File: src/rtl/fp_flopoco_pkg.sv
// Shared definitions for FloPoCo-format floats {exc[1:0], sign, exp[WE-1:0], frac[WF-1:0]}.
// Provides exception codes, comparator op codes and field-offset helpers.
package fp_flopoco_pkg;

  localparam logic [1:0] EXC_ZERO = 2'b00;
  localparam logic [1:0] EXC_NORM = 2'b01;
  localparam logic [1:0] EXC_INF  = 2'b10;
  localparam logic [1:0] EXC_NAN  = 2'b11;

  localparam logic [1:0] CMP_LT = 2'b00;
  localparam logic [1:0] CMP_LE = 2'b01;
  localparam logic [1:0] CMP_EQ = 2'b10;
  localparam logic [1:0] CMP_UN = 2'b11;

  function automatic int fp_width(input int we, input int wf);
    return we + wf + 3;
  endfunction

  function automatic int fp_exc_lsb(input int we, input int wf);
    return we + wf + 1;
  endfunction

  function automatic int fp_sign_bit(input int we, input int wf);
    return we + wf;
  endfunction

  function automatic int fp_exp_lsb(input int wf);
    return wf;
  endfunction

  // Magnitude key: one guard bit above {1,exp,frac} so the largest normal
  // still orders strictly below infinity (all-ones).
  function automatic int fp_key_width(input int we, input int wf);
    return we + wf + 2;
  endfunction

endpackage

File: src/rtl/fp_compare_pipe_if.sv
// Operand/result bus for fp_compare_pipe.
// Optional min/max result signals exist only when FPCMP_MINMAX_EN is defined.
interface fp_compare_pipe_if #(
  parameter int WE   = 11,
  parameter int WF   = 9,
  parameter int TAGW = 4
);
  localparam int W = WE + WF + 3;

  logic            in_valid;
  logic            in_ready;
  logic [W-1:0]    in_a;
  logic [W-1:0]    in_b;
  logic [1:0]      in_op;
  logic [TAGW-1:0] in_tag;
  logic            out_valid;
  logic            out_ready;
  logic            out_res;
  logic            out_lt;
  logic            out_eq;
  logic            out_gt;
  logic            out_unord;
  logic [TAGW-1:0] out_tag;
`ifdef FPCMP_MINMAX_EN
  logic [W-1:0]    out_min;
  logic [W-1:0]    out_max;

  modport master (
    output in_valid, in_a, in_b, in_op, in_tag, out_ready,
    input  in_ready, out_valid, out_res, out_lt, out_eq, out_gt, out_unord, out_tag,
    input  out_min, out_max
  );
  modport slave (
    input  in_valid, in_a, in_b, in_op, in_tag, out_ready,
    output in_ready, out_valid, out_res, out_lt, out_eq, out_gt, out_unord, out_tag,
    output out_min, out_max
  );
`else
  modport master (
    output in_valid, in_a, in_b, in_op, in_tag, out_ready,
    input  in_ready, out_valid, out_res, out_lt, out_eq, out_gt, out_unord, out_tag
  );
  modport slave (
    input  in_valid, in_a, in_b, in_op, in_tag, out_ready,
    output in_ready, out_valid, out_res, out_lt, out_eq, out_gt, out_unord, out_tag
  );
`endif
endinterface

File: src/rtl/fp_cmp_classify.sv
// Combinational operand classifier (stage 1 of fp_compare_pipe).
// Decodes the exception field and builds an unsigned magnitude key:
// zero -> 0, normal -> {0,1,exp,frac}, inf -> all-ones.
module fp_cmp_classify
  import fp_flopoco_pkg::*;
#(
  parameter int WE = 11,
  parameter int WF = 9
) (
  input  logic [WE+WF+2:0] x_i,
  output logic             is_nan_o,
  output logic             is_zero_o,
  output logic             sign_o,
  output logic [WE+WF+1:0] key_o
);
  localparam int EXC_LSB  = fp_exc_lsb(WE, WF);
  localparam int SIGN_BIT = fp_sign_bit(WE, WF);
  localparam int EXP_LSB  = fp_exp_lsb(WF);

  logic [1:0] exc;

  assign exc       = x_i[EXC_LSB +: 2];
  assign is_nan_o  = (exc == EXC_NAN);
  assign is_zero_o = (exc == EXC_ZERO);
  assign sign_o    = x_i[SIGN_BIT];

  // Map the exception class onto a monotonic magnitude key
  always_comb begin
    key_o = '0;
    unique case (exc)
      EXC_ZERO: key_o = '0;
      EXC_NORM: key_o = {1'b0, 1'b1, x_i[EXP_LSB +: WE], x_i[WF-1:0]};
      EXC_INF:  key_o = '1;
      default:  key_o = '0;
    endcase
  end

endmodule

File: src/rtl/fp_compare_pipe.sv
// Three-stage pipelined FloPoCo float comparator with valid/ready flow control.
// S1 classifies operands, S2 compares magnitude keys, S3 resolves signs and
// selects the op result. Optional macro FPCMP_MINMAX_EN adds out_min/out_max.
module fp_compare_pipe
  import fp_flopoco_pkg::*;
#(
  parameter int WE   = 11,
  parameter int WF   = 9,
  parameter int TAGW = 4
) (
  input logic             clk,
  input logic             rst,
  fp_compare_pipe_if.slave cmp_if
);
  localparam int W  = fp_width(WE, WF);
  localparam int KW = fp_key_width(WE, WF);

  // Load-enable chain: a stage loads when empty or when its successor loads
  logic ld1, ld2, ld3;

  // Stage-valid control
  logic vld_p1_q, vld_p1_d;
  logic vld_p2_q, vld_p2_d;
  logic out_valid_q, out_valid_d;

  // S1 data
  logic            nan_a_p1_q, nan_b_p1_q, zero_a_p1_q, zero_b_p1_q;
  logic            sgn_a_p1_q, sgn_b_p1_q;
  logic [KW-1:0]   key_a_p1_q, key_b_p1_q;
  logic [1:0]      op_p1_q;
  logic [TAGW-1:0] tag_p1_q;

  // S2 data
  logic            any_nan_p2_q, both_zero_p2_q;
  logic            sgn_a_p2_q, sgn_b_p2_q;
  logic            mag_lt_p2_q, mag_eq_p2_q;
  logic [1:0]      op_p2_q;
  logic [TAGW-1:0] tag_p2_q;

  // S3 (output) registers and their next state
  logic            res_q, lt_q, eq_q, gt_q, un_q;
  logic            res_d, lt_d, eq_d, gt_d, un_d;
  logic [TAGW-1:0] tag_q;

  // Classifier outputs
  logic          cls_nan_a, cls_zero_a, cls_sgn_a;
  logic          cls_nan_b, cls_zero_b, cls_sgn_b;
  logic [KW-1:0] cls_key_a, cls_key_b;

`ifdef FPCMP_MINMAX_EN
  logic [W-1:0] a_p1_q, b_p1_q, a_p2_q, b_p2_q;
  logic         nan_a_p2_q, nan_b_p2_q;
  logic [W-1:0] min_q, max_q, min_d, max_d;
`endif

  assign ld3 = !out_valid_q || cmp_if.out_ready;
  assign ld2 = !vld_p2_q || ld3;
  assign ld1 = !vld_p1_q || ld2;

  assign cmp_if.in_ready  = ld1 && !rst;
  assign cmp_if.out_valid = out_valid_q;
  assign cmp_if.out_res   = res_q;
  assign cmp_if.out_lt    = lt_q;
  assign cmp_if.out_eq    = eq_q;
  assign cmp_if.out_gt    = gt_q;
  assign cmp_if.out_unord = un_q;
  assign cmp_if.out_tag   = tag_q;
`ifdef FPCMP_MINMAX_EN
  assign cmp_if.out_min   = min_q;
  assign cmp_if.out_max   = max_q;
`endif

  fp_cmp_classify #(.WE(WE), .WF(WF)) u_cls_a (
    .x_i      (cmp_if.in_a),
    .is_nan_o (cls_nan_a),
    .is_zero_o(cls_zero_a),
    .sign_o   (cls_sgn_a),
    .key_o    (cls_key_a)
  );

  fp_cmp_classify #(.WE(WE), .WF(WF)) u_cls_b (
    .x_i      (cmp_if.in_b),
    .is_nan_o (cls_nan_b),
    .is_zero_o(cls_zero_b),
    .sign_o   (cls_sgn_b),
    .key_o    (cls_key_b)
  );

  // Next-state of the stage-valid bits; a stage holds when not loading
  always_comb begin
    vld_p1_d    = ld1 ? cmp_if.in_valid : vld_p1_q;
    vld_p2_d    = ld2 ? vld_p1_q        : vld_p2_q;
    out_valid_d = ld3 ? vld_p2_q        : out_valid_q;
  end

  // Stage-valid registers, cleared asynchronously so in-flight ops are dropped
  always_ff @(posedge clk or posedge rst) begin
    if (rst) begin
      vld_p1_q    <= 1'b0;
      vld_p2_q    <= 1'b0;
      out_valid_q <= 1'b0;
    end else begin
      vld_p1_q    <= vld_p1_d;
      vld_p2_q    <= vld_p2_d;
      out_valid_q <= out_valid_d;
    end
  end

  // ---- S1: classified operands ----
  // Capture classifier results when S1 loads
  always_ff @(posedge clk) begin
    if (ld1) begin
      nan_a_p1_q  <= cls_nan_a;
      nan_b_p1_q  <= cls_nan_b;
      zero_a_p1_q <= cls_zero_a;
      zero_b_p1_q <= cls_zero_b;
      sgn_a_p1_q  <= cls_sgn_a;
      sgn_b_p1_q  <= cls_sgn_b;
      key_a_p1_q  <= cls_key_a;
      key_b_p1_q  <= cls_key_b;
      op_p1_q     <= cmp_if.in_op;
      tag_p1_q    <= cmp_if.in_tag;
`ifdef FPCMP_MINMAX_EN
      a_p1_q      <= cmp_if.in_a;
      b_p1_q      <= cmp_if.in_b;
`endif
    end
  end

  // ---- S2: magnitude comparison ----
  // Compare keys and reduce the exception info to what S3 needs
  always_ff @(posedge clk) begin
    if (ld2) begin
      any_nan_p2_q   <= nan_a_p1_q || nan_b_p1_q;
      both_zero_p2_q <= zero_a_p1_q && zero_b_p1_q;
      sgn_a_p2_q     <= sgn_a_p1_q;
      sgn_b_p2_q     <= sgn_b_p1_q;
      mag_lt_p2_q    <= key_a_p1_q < key_b_p1_q;
      mag_eq_p2_q    <= key_a_p1_q == key_b_p1_q;
      op_p2_q        <= op_p1_q;
      tag_p2_q       <= tag_p1_q;
`ifdef FPCMP_MINMAX_EN
      a_p2_q         <= a_p1_q;
      b_p2_q         <= b_p1_q;
      nan_a_p2_q     <= nan_a_p1_q;
      nan_b_p2_q     <= nan_b_p1_q;
`endif
    end
  end

  // ---- S3: sign resolution, flags and op result ----
  // Resolve signs into one-hot lt/eq/gt/unord, then pick the op result
  always_comb begin
    lt_d  = 1'b0;
    eq_d  = 1'b0;
    gt_d  = 1'b0;
    un_d  = 1'b0;
    res_d = 1'b0;
    if (any_nan_p2_q) begin
      un_d = 1'b1;
    end else if (both_zero_p2_q) begin
      eq_d = 1'b1;
    end else if (sgn_a_p2_q != sgn_b_p2_q) begin
      lt_d = sgn_a_p2_q;
      gt_d = !sgn_a_p2_q;
    end else if (!sgn_a_p2_q) begin
      lt_d = mag_lt_p2_q;
      eq_d = mag_eq_p2_q;
      gt_d = !mag_lt_p2_q && !mag_eq_p2_q;
    end else begin
      lt_d = !mag_lt_p2_q && !mag_eq_p2_q;
      eq_d = mag_eq_p2_q;
      gt_d = mag_lt_p2_q;
    end
    unique case (op_p2_q)
      CMP_LT:  res_d = lt_d;
      CMP_LE:  res_d = lt_d || eq_d;
      CMP_EQ:  res_d = eq_d;
      default: res_d = un_d;
    endcase
  end

`ifdef FPCMP_MINMAX_EN
  // Min/max selection: NaN yields the other operand, ties and double NaN yield A
  always_comb begin
    min_d = a_p2_q;
    max_d = a_p2_q;
    if (nan_a_p2_q && !nan_b_p2_q) begin
      min_d = b_p2_q;
      max_d = b_p2_q;
    end else if (!nan_a_p2_q && !nan_b_p2_q) begin
      min_d = gt_d ? b_p2_q : a_p2_q;
      max_d = lt_d ? b_p2_q : a_p2_q;
    end
  end
`endif

  // Output registers; they hold while the consumer stalls
  always_ff @(posedge clk or posedge rst) begin
    if (rst) begin
      res_q <= 1'b0;
      lt_q  <= 1'b0;
      eq_q  <= 1'b0;
      gt_q  <= 1'b0;
      un_q  <= 1'b0;
      tag_q <= '0;
`ifdef FPCMP_MINMAX_EN
      min_q <= '0;
      max_q <= '0;
`endif
    end else if (ld3) begin
      res_q <= res_d;
      lt_q  <= lt_d;
      eq_q  <= eq_d;
      gt_q  <= gt_d;
      un_q  <= un_d;
      tag_q <= tag_p2_q;
`ifdef FPCMP_MINMAX_EN
      min_q <= min_d;
      max_q <= max_d;
`endif
    end
  end

endmodule

File: src/flat_wrapper.sv
// flat-port wrapper written by rule: the top's interface ports become plain ports
module fp_compare_pipe_flat import fp_flopoco_pkg::*;
#(
  parameter int WE   = 11,
  parameter int WF   = 9,
  parameter int TAGW = 4
)
  (clk, rst, cmp_if_in_valid, cmp_if_in_a, cmp_if_in_b, cmp_if_in_op, cmp_if_in_tag, cmp_if_out_ready, cmp_if_in_ready, cmp_if_out_valid, cmp_if_out_res, cmp_if_out_lt, cmp_if_out_eq, cmp_if_out_gt, cmp_if_out_unord, cmp_if_out_tag);
  fp_compare_pipe_if #(.WE(WE), .WF(WF), .TAGW(TAGW)) cmp_if_i ();
  input logic clk;
  input logic rst;
  input wire logic [$bits(cmp_if_i.in_valid)-1:0] cmp_if_in_valid;
  input wire logic [$bits(cmp_if_i.in_a)-1:0] cmp_if_in_a;
  input wire logic [$bits(cmp_if_i.in_b)-1:0] cmp_if_in_b;
  input wire logic [$bits(cmp_if_i.in_op)-1:0] cmp_if_in_op;
  input wire logic [$bits(cmp_if_i.in_tag)-1:0] cmp_if_in_tag;
  input wire logic [$bits(cmp_if_i.out_ready)-1:0] cmp_if_out_ready;
  output wire logic [$bits(cmp_if_i.in_ready)-1:0] cmp_if_in_ready;
  output wire logic [$bits(cmp_if_i.out_valid)-1:0] cmp_if_out_valid;
  output wire logic [$bits(cmp_if_i.out_res)-1:0] cmp_if_out_res;
  output wire logic [$bits(cmp_if_i.out_lt)-1:0] cmp_if_out_lt;
  output wire logic [$bits(cmp_if_i.out_eq)-1:0] cmp_if_out_eq;
  output wire logic [$bits(cmp_if_i.out_gt)-1:0] cmp_if_out_gt;
  output wire logic [$bits(cmp_if_i.out_unord)-1:0] cmp_if_out_unord;
  output wire logic [$bits(cmp_if_i.out_tag)-1:0] cmp_if_out_tag;
  assign cmp_if_i.in_valid = cmp_if_in_valid;
  assign cmp_if_i.in_a = cmp_if_in_a;
  assign cmp_if_i.in_b = cmp_if_in_b;
  assign cmp_if_i.in_op = cmp_if_in_op;
  assign cmp_if_i.in_tag = cmp_if_in_tag;
  assign cmp_if_i.out_ready = cmp_if_out_ready;
  assign cmp_if_in_ready = cmp_if_i.in_ready;
  assign cmp_if_out_valid = cmp_if_i.out_valid;
  assign cmp_if_out_res = cmp_if_i.out_res;
  assign cmp_if_out_lt = cmp_if_i.out_lt;
  assign cmp_if_out_eq = cmp_if_i.out_eq;
  assign cmp_if_out_gt = cmp_if_i.out_gt;
  assign cmp_if_out_unord = cmp_if_i.out_unord;
  assign cmp_if_out_tag = cmp_if_i.out_tag;
  fp_compare_pipe #(.WE(WE), .WF(WF), .TAGW(TAGW)) u_core (.clk(clk), .rst(rst), .cmp_if(cmp_if_i));
endmodule
File: config.mk
export PLATFORM = sky130hd
export DESIGN_NAME = fp_compare_pipe_flat
export DESIGN_NICKNAME = d
export VERILOG_FILES = /design/src/rtl/fp_flopoco_pkg.sv /design/src/rtl/fp_compare_pipe_if.sv /design/src/rtl/fp_cmp_classify.sv /design/src/rtl/fp_compare_pipe.sv /design/src/flat_wrapper.sv
export SDC_FILE = /design/constraint.sdc
export NUM_CORES = 1
export LEC_CHECK = 0
export BUFFER_PORTS_ARGS = -buffer_cell sky130_fd_sc_hd__buf_2
export CAP_MARGIN = 20
export CELL_PAD_IN_SITES_DETAIL_PLACEMENT = 0
export CELL_PAD_IN_SITES_GLOBAL_PLACEMENT = 2
export CORE_MARGIN = 3
export CORE_UTILIZATION = 37
export DETAILED_ROUTE_END_ITERATION = 8
export PLACE_DENSITY_LB_ADDON = 0.1
export SYNTH_ARGS = -nofsm -noshare
export SYNTH_HDL_FRONTEND = slang
export SYNTH_SLANG_ARGS = --single-unit
File: constraint.sdc
create_clock -name clk -period 3.4 [get_ports clk]
set_input_delay 0 -clock clk [delete_from_list [all_inputs] [get_ports clk]]
set_output_delay 0 -clock clk [all_outputs]
set_load 0.02 [all_outputs]
==> flow_summary.yaml <==
outcome:
  status: "finished, final reports clean"
drt:
  avgViaCountPerCell: 4.62
  wl_mm: 7.35
  vias: 2470
  wl_per_cell_um: 13.7
  ant_nets: 0
  dr.pass1.iters: 4
  first_iter_violations: 106
  post-route-drc-count: 0
sta:
  timing_hold_violations_final: 0
  max_freq_ghz: 0.579
  setup_violations: 0
  max_slew_margin: 0.381
  maxSlewViolCount: 0
  setup_tns_ns: 0
  final.min_clock_period_ns: 1.73
  worst_slack_ns: 1.67
  tightest_slew_ns: 0.929
  period_share: 0.508
  rsz0062_at_grt: "false"
  fin_skew_ns: 0.00686
worst_setup_path:
  cp_slowest_cell: "buf_4"
  worst_setup_path_end_kind: "flop"
  path_delay_family: "buffers and inverters"
  crit_arrival_ns: 1.71
  worstSetupPathType: "reg2reg"
  path_common_cell: "buf_4"
  cp_data_required_time_ns: 3.38
  cp-start-kind: "flop"
  max_stage_delay_ns: 0.56
  crit_fanout: 57
  path_buf_inv: 2
  cp_cell_sequence: "nor2b_1 -> buf_4 -> nand3_2 -> buf_4"
floorplan:
  die-area_sq_um: 11400
  coreArea_sq_um: 9820
  chipHeight_um: 107
  floorplan.initialDensity: 0.383
  io_pins: 67
  rows: 36
  die_x_um: 107
cts:
  cts_root_buf: "clkbuf_8"
  cts.clk_slew.worst_paths_ns: 0.08
  cts_max_level: 3
  cts_buffers: 9
  cts_tree: "yes"
  clock-sinks: 80
  cts_resized: 0
  clkLatencyLatePin_ns: 0.35
  max-clock-path-buffers: 2
global_route:
  grt_start_max_net_pins: 58
  track_usage: 0.140
  grt_most_used_layer: "met2"
  grtUsageMet1: 0.175
  grt_pass1_vias: 2544
  grt_pass1_wl_mm: 12.1
  grt_overflow: 0
  met3_usage: 0.0373
  antenna_found_initial: 0
  grt_use_met2: 0.235
hold_path:
  min_path_type: "in2reg"
cells_and_area:
  num-nets-final: 484
  antenna_cells: 0
  final_layout_size_suffix_gt1_frac: 0.229
  fillers: 978
  syn_to_final_growth_pct: 26.2
  fin_util: 0.483
power_and_ir_drop:
  power_density_nw_per_um2: 510
  vdd_drop_max_v: 0.000235
  p_leak_nw: 2.00
  p_total_w: 0.00242
synthesis:
  ys_ff_latch: 80
  synth_nets: 388
  synth.distinct_cells: 29
  post_synth_instance_area_sq_um: 3760
  ys_warn_count: 0
  syn_area_per_cell_sq_um: 12.5
  yosysSeqAreaShare: 0.624
  postSynthCellCount: 301
placed_design:
  place_congestion: 0.750
  pre_cts_slack_ns: 1.66
  hpwl_mm: 5.07
  port_buffers: 66
run:
  maxCapViolCount: 0
==> cell usage after synthesis, drive strengths merged <==
master / instances / area share
o211a: 1 / 0.0027
o21ai: 4 / 0.0053
nand3: 1 / 0.0013
nor2b: 41 / 0.068
a311oi: 1 / 0.0023
xnor2: 1 / 0.0023
o21bai: 1 / 0.0020
nand2b: 2 / 0.0033
ha: 31 / 0.10
nand2: 12 / 0.012
nand4: 5 / 0.0083
edfxtp: 68 / 0.54
and2: 2 / 0.0033
a21o: 1 / 0.0023
o311a: 1 / 0.0027
or2: 2 / 0.0033
a221oi: 1 / 0.0023
nor2: 4 / 0.0040
nor4: 1 / 0.0017
inv: 30 / 0.030
o21a: 2 / 0.0040
buf: 2 / 0.0027
mux2: 5 / 0.015
clkbuf: 12 / 0.012
dfrtp: 12 / 0.080
o31ai: 2 / 0.0040
a21oi: 52 / 0.069
a31oi: 1 / 0.0017
o221ai: 3 / 0.0070
==> repair_timing <==
item | 4_1_cts | 5_1_grt
buffers inserted | 0 | 0
hold endpoints to repair | 41 | 0
hold buffers | 31 | 0
==> tightest hold or removal path, cell delays in order <==
cell and delay, ns:
buf_2 0.07, a21oi_1 0.05, nor2b_1 0.11
==> placed cells by master (no fill, tap or decap), types with 2 or more instances in the layout <==
cell           Yosys  final
clkinv_2           0      2
and2_1             2      2
dlygate4sd3_1      0     31
clkbuf_8           0      9
o221ai_1           3      3
nand2b_1           2      2
buf_4              0      2
mux2_2             5      5
buf_2              2     66
inv_1             30     30
dfrtp_1           12     12
o21ai_0            4      4
bufinv_16          0      2
nand2_1           12     12
nor2b_1           41     41
nor2_1             4      4
ha_1              31     31
o21a_1             2      2
clkinvlp_4         0      2
nand4_1            5      5
edfxtp_1          68     68
a21oi_1           52     52
o31ai_1            2      2
or2_2              2      2
==> power by group <==
part           leakage [nW]  switching [W]  total (W)  internal [W]
Sequential            0.885      0.0000455    0.00125       0.00121
Combinational          1.02       0.000234   0.000428      0.000194
Clock                 0.102       0.000329   0.000740      0.000411
==> cells by family (layout without fill, tap and decap cells) <==
| kind of cell | after synthesis | in the layout | share of synthesized area |
|---|---|---|---|
| flops | 80 | 80 | 0.624 |
| fa+ha+maj | 31 | 31 | 0.103 |
| xor+xnor | 1 | 1 | 0.00233 |
| simple gates | 70 | 70 | 0.106 |
| mux | 5 | 5 | 0.0150 |
| buf+inv | 44 | 145 | 0.0446 |
| compound gates | 70 | 70 | 0.106 |
==> per-stage QoR <==
step	cell area, sq um	hold slack (ns)	instances
floorplan	3760	-0.135	301
global placement	4220	0.0334	488
detailed placement	4220	0.0375	488
CTS	4740	0.000247	535
global route	4740	0.000888	535
finish	4740	0.00382	535
==> registers in the layout, summed over array words and instances (netlist names), 2 cells and up <==
| register | count |
|---|---|
| u_core.tag_p1_q | 4 |
| u_core.key_a_p1_q | 22 |
| u_core.op_p1_q | 2 |
| u_core.cmp_if.out_tag | 4 |
| u_core.op_p2_q | 2 |
| u_core.key_b_p1_q | 22 |
| u_core.tag_p2_q | 4 |
==> routing by layer <==
layer / vias up / routed length (um)
met3: 11 / 315
met5: - / 0
met4: 0 / 109
met2: 48 / 3620
met1: 1154 / 3300
li1: 1257 / -
==> worst paths after layout <==
check                                                     from                                   end  slack [ns]  cells past startpoint
max                        u_core.cmp_if.out_valid$_DFFE_PP0P_        u_core.key_a_p1_q[8]$_DFFE_PN_        1.67                      4
min                                             cmp_if_in_b[5]        u_core.key_b_p1_q[5]$_DFFE_PN_       0.004                      3
max reg2reg                u_core.cmp_if.out_valid$_DFFE_PP0P_        u_core.key_a_p1_q[8]$_DFFE_PN_        1.67                      4
min reg2reg                       u_core.tag_p1_q[2]$_DFFE_PN_          u_core.tag_p2_q[2]$_DFFE_PP_        0.42                      0
max in group asynchronous                                  rst      u_core.cmp_if.out_gt$_DFFE_PP0P_        2.87                      3
min in group asynchronous                                  rst  u_core.cmp_if.out_tag[3]$_DFFE_PP0P_        0.22                      3
==> layout make-up <==
class / count / area [sq um] / share of cell area
Clock inverter: 6 / 85.1 / 0.0179
Sequential cell: 80 / 2340 / 0.494
Clock buffer: 10 / 128 / 0.0269
Multi-Input combinational cell: 177 / 1250 / 0.264
Timing Repair Buffer: 99 / 656 / 0.138
Inverter: 30 / 113 / 0.0238
Tap cell: 133 / 166 / 0.0351
Note: power is estimated with default switching activity, not from simulation.
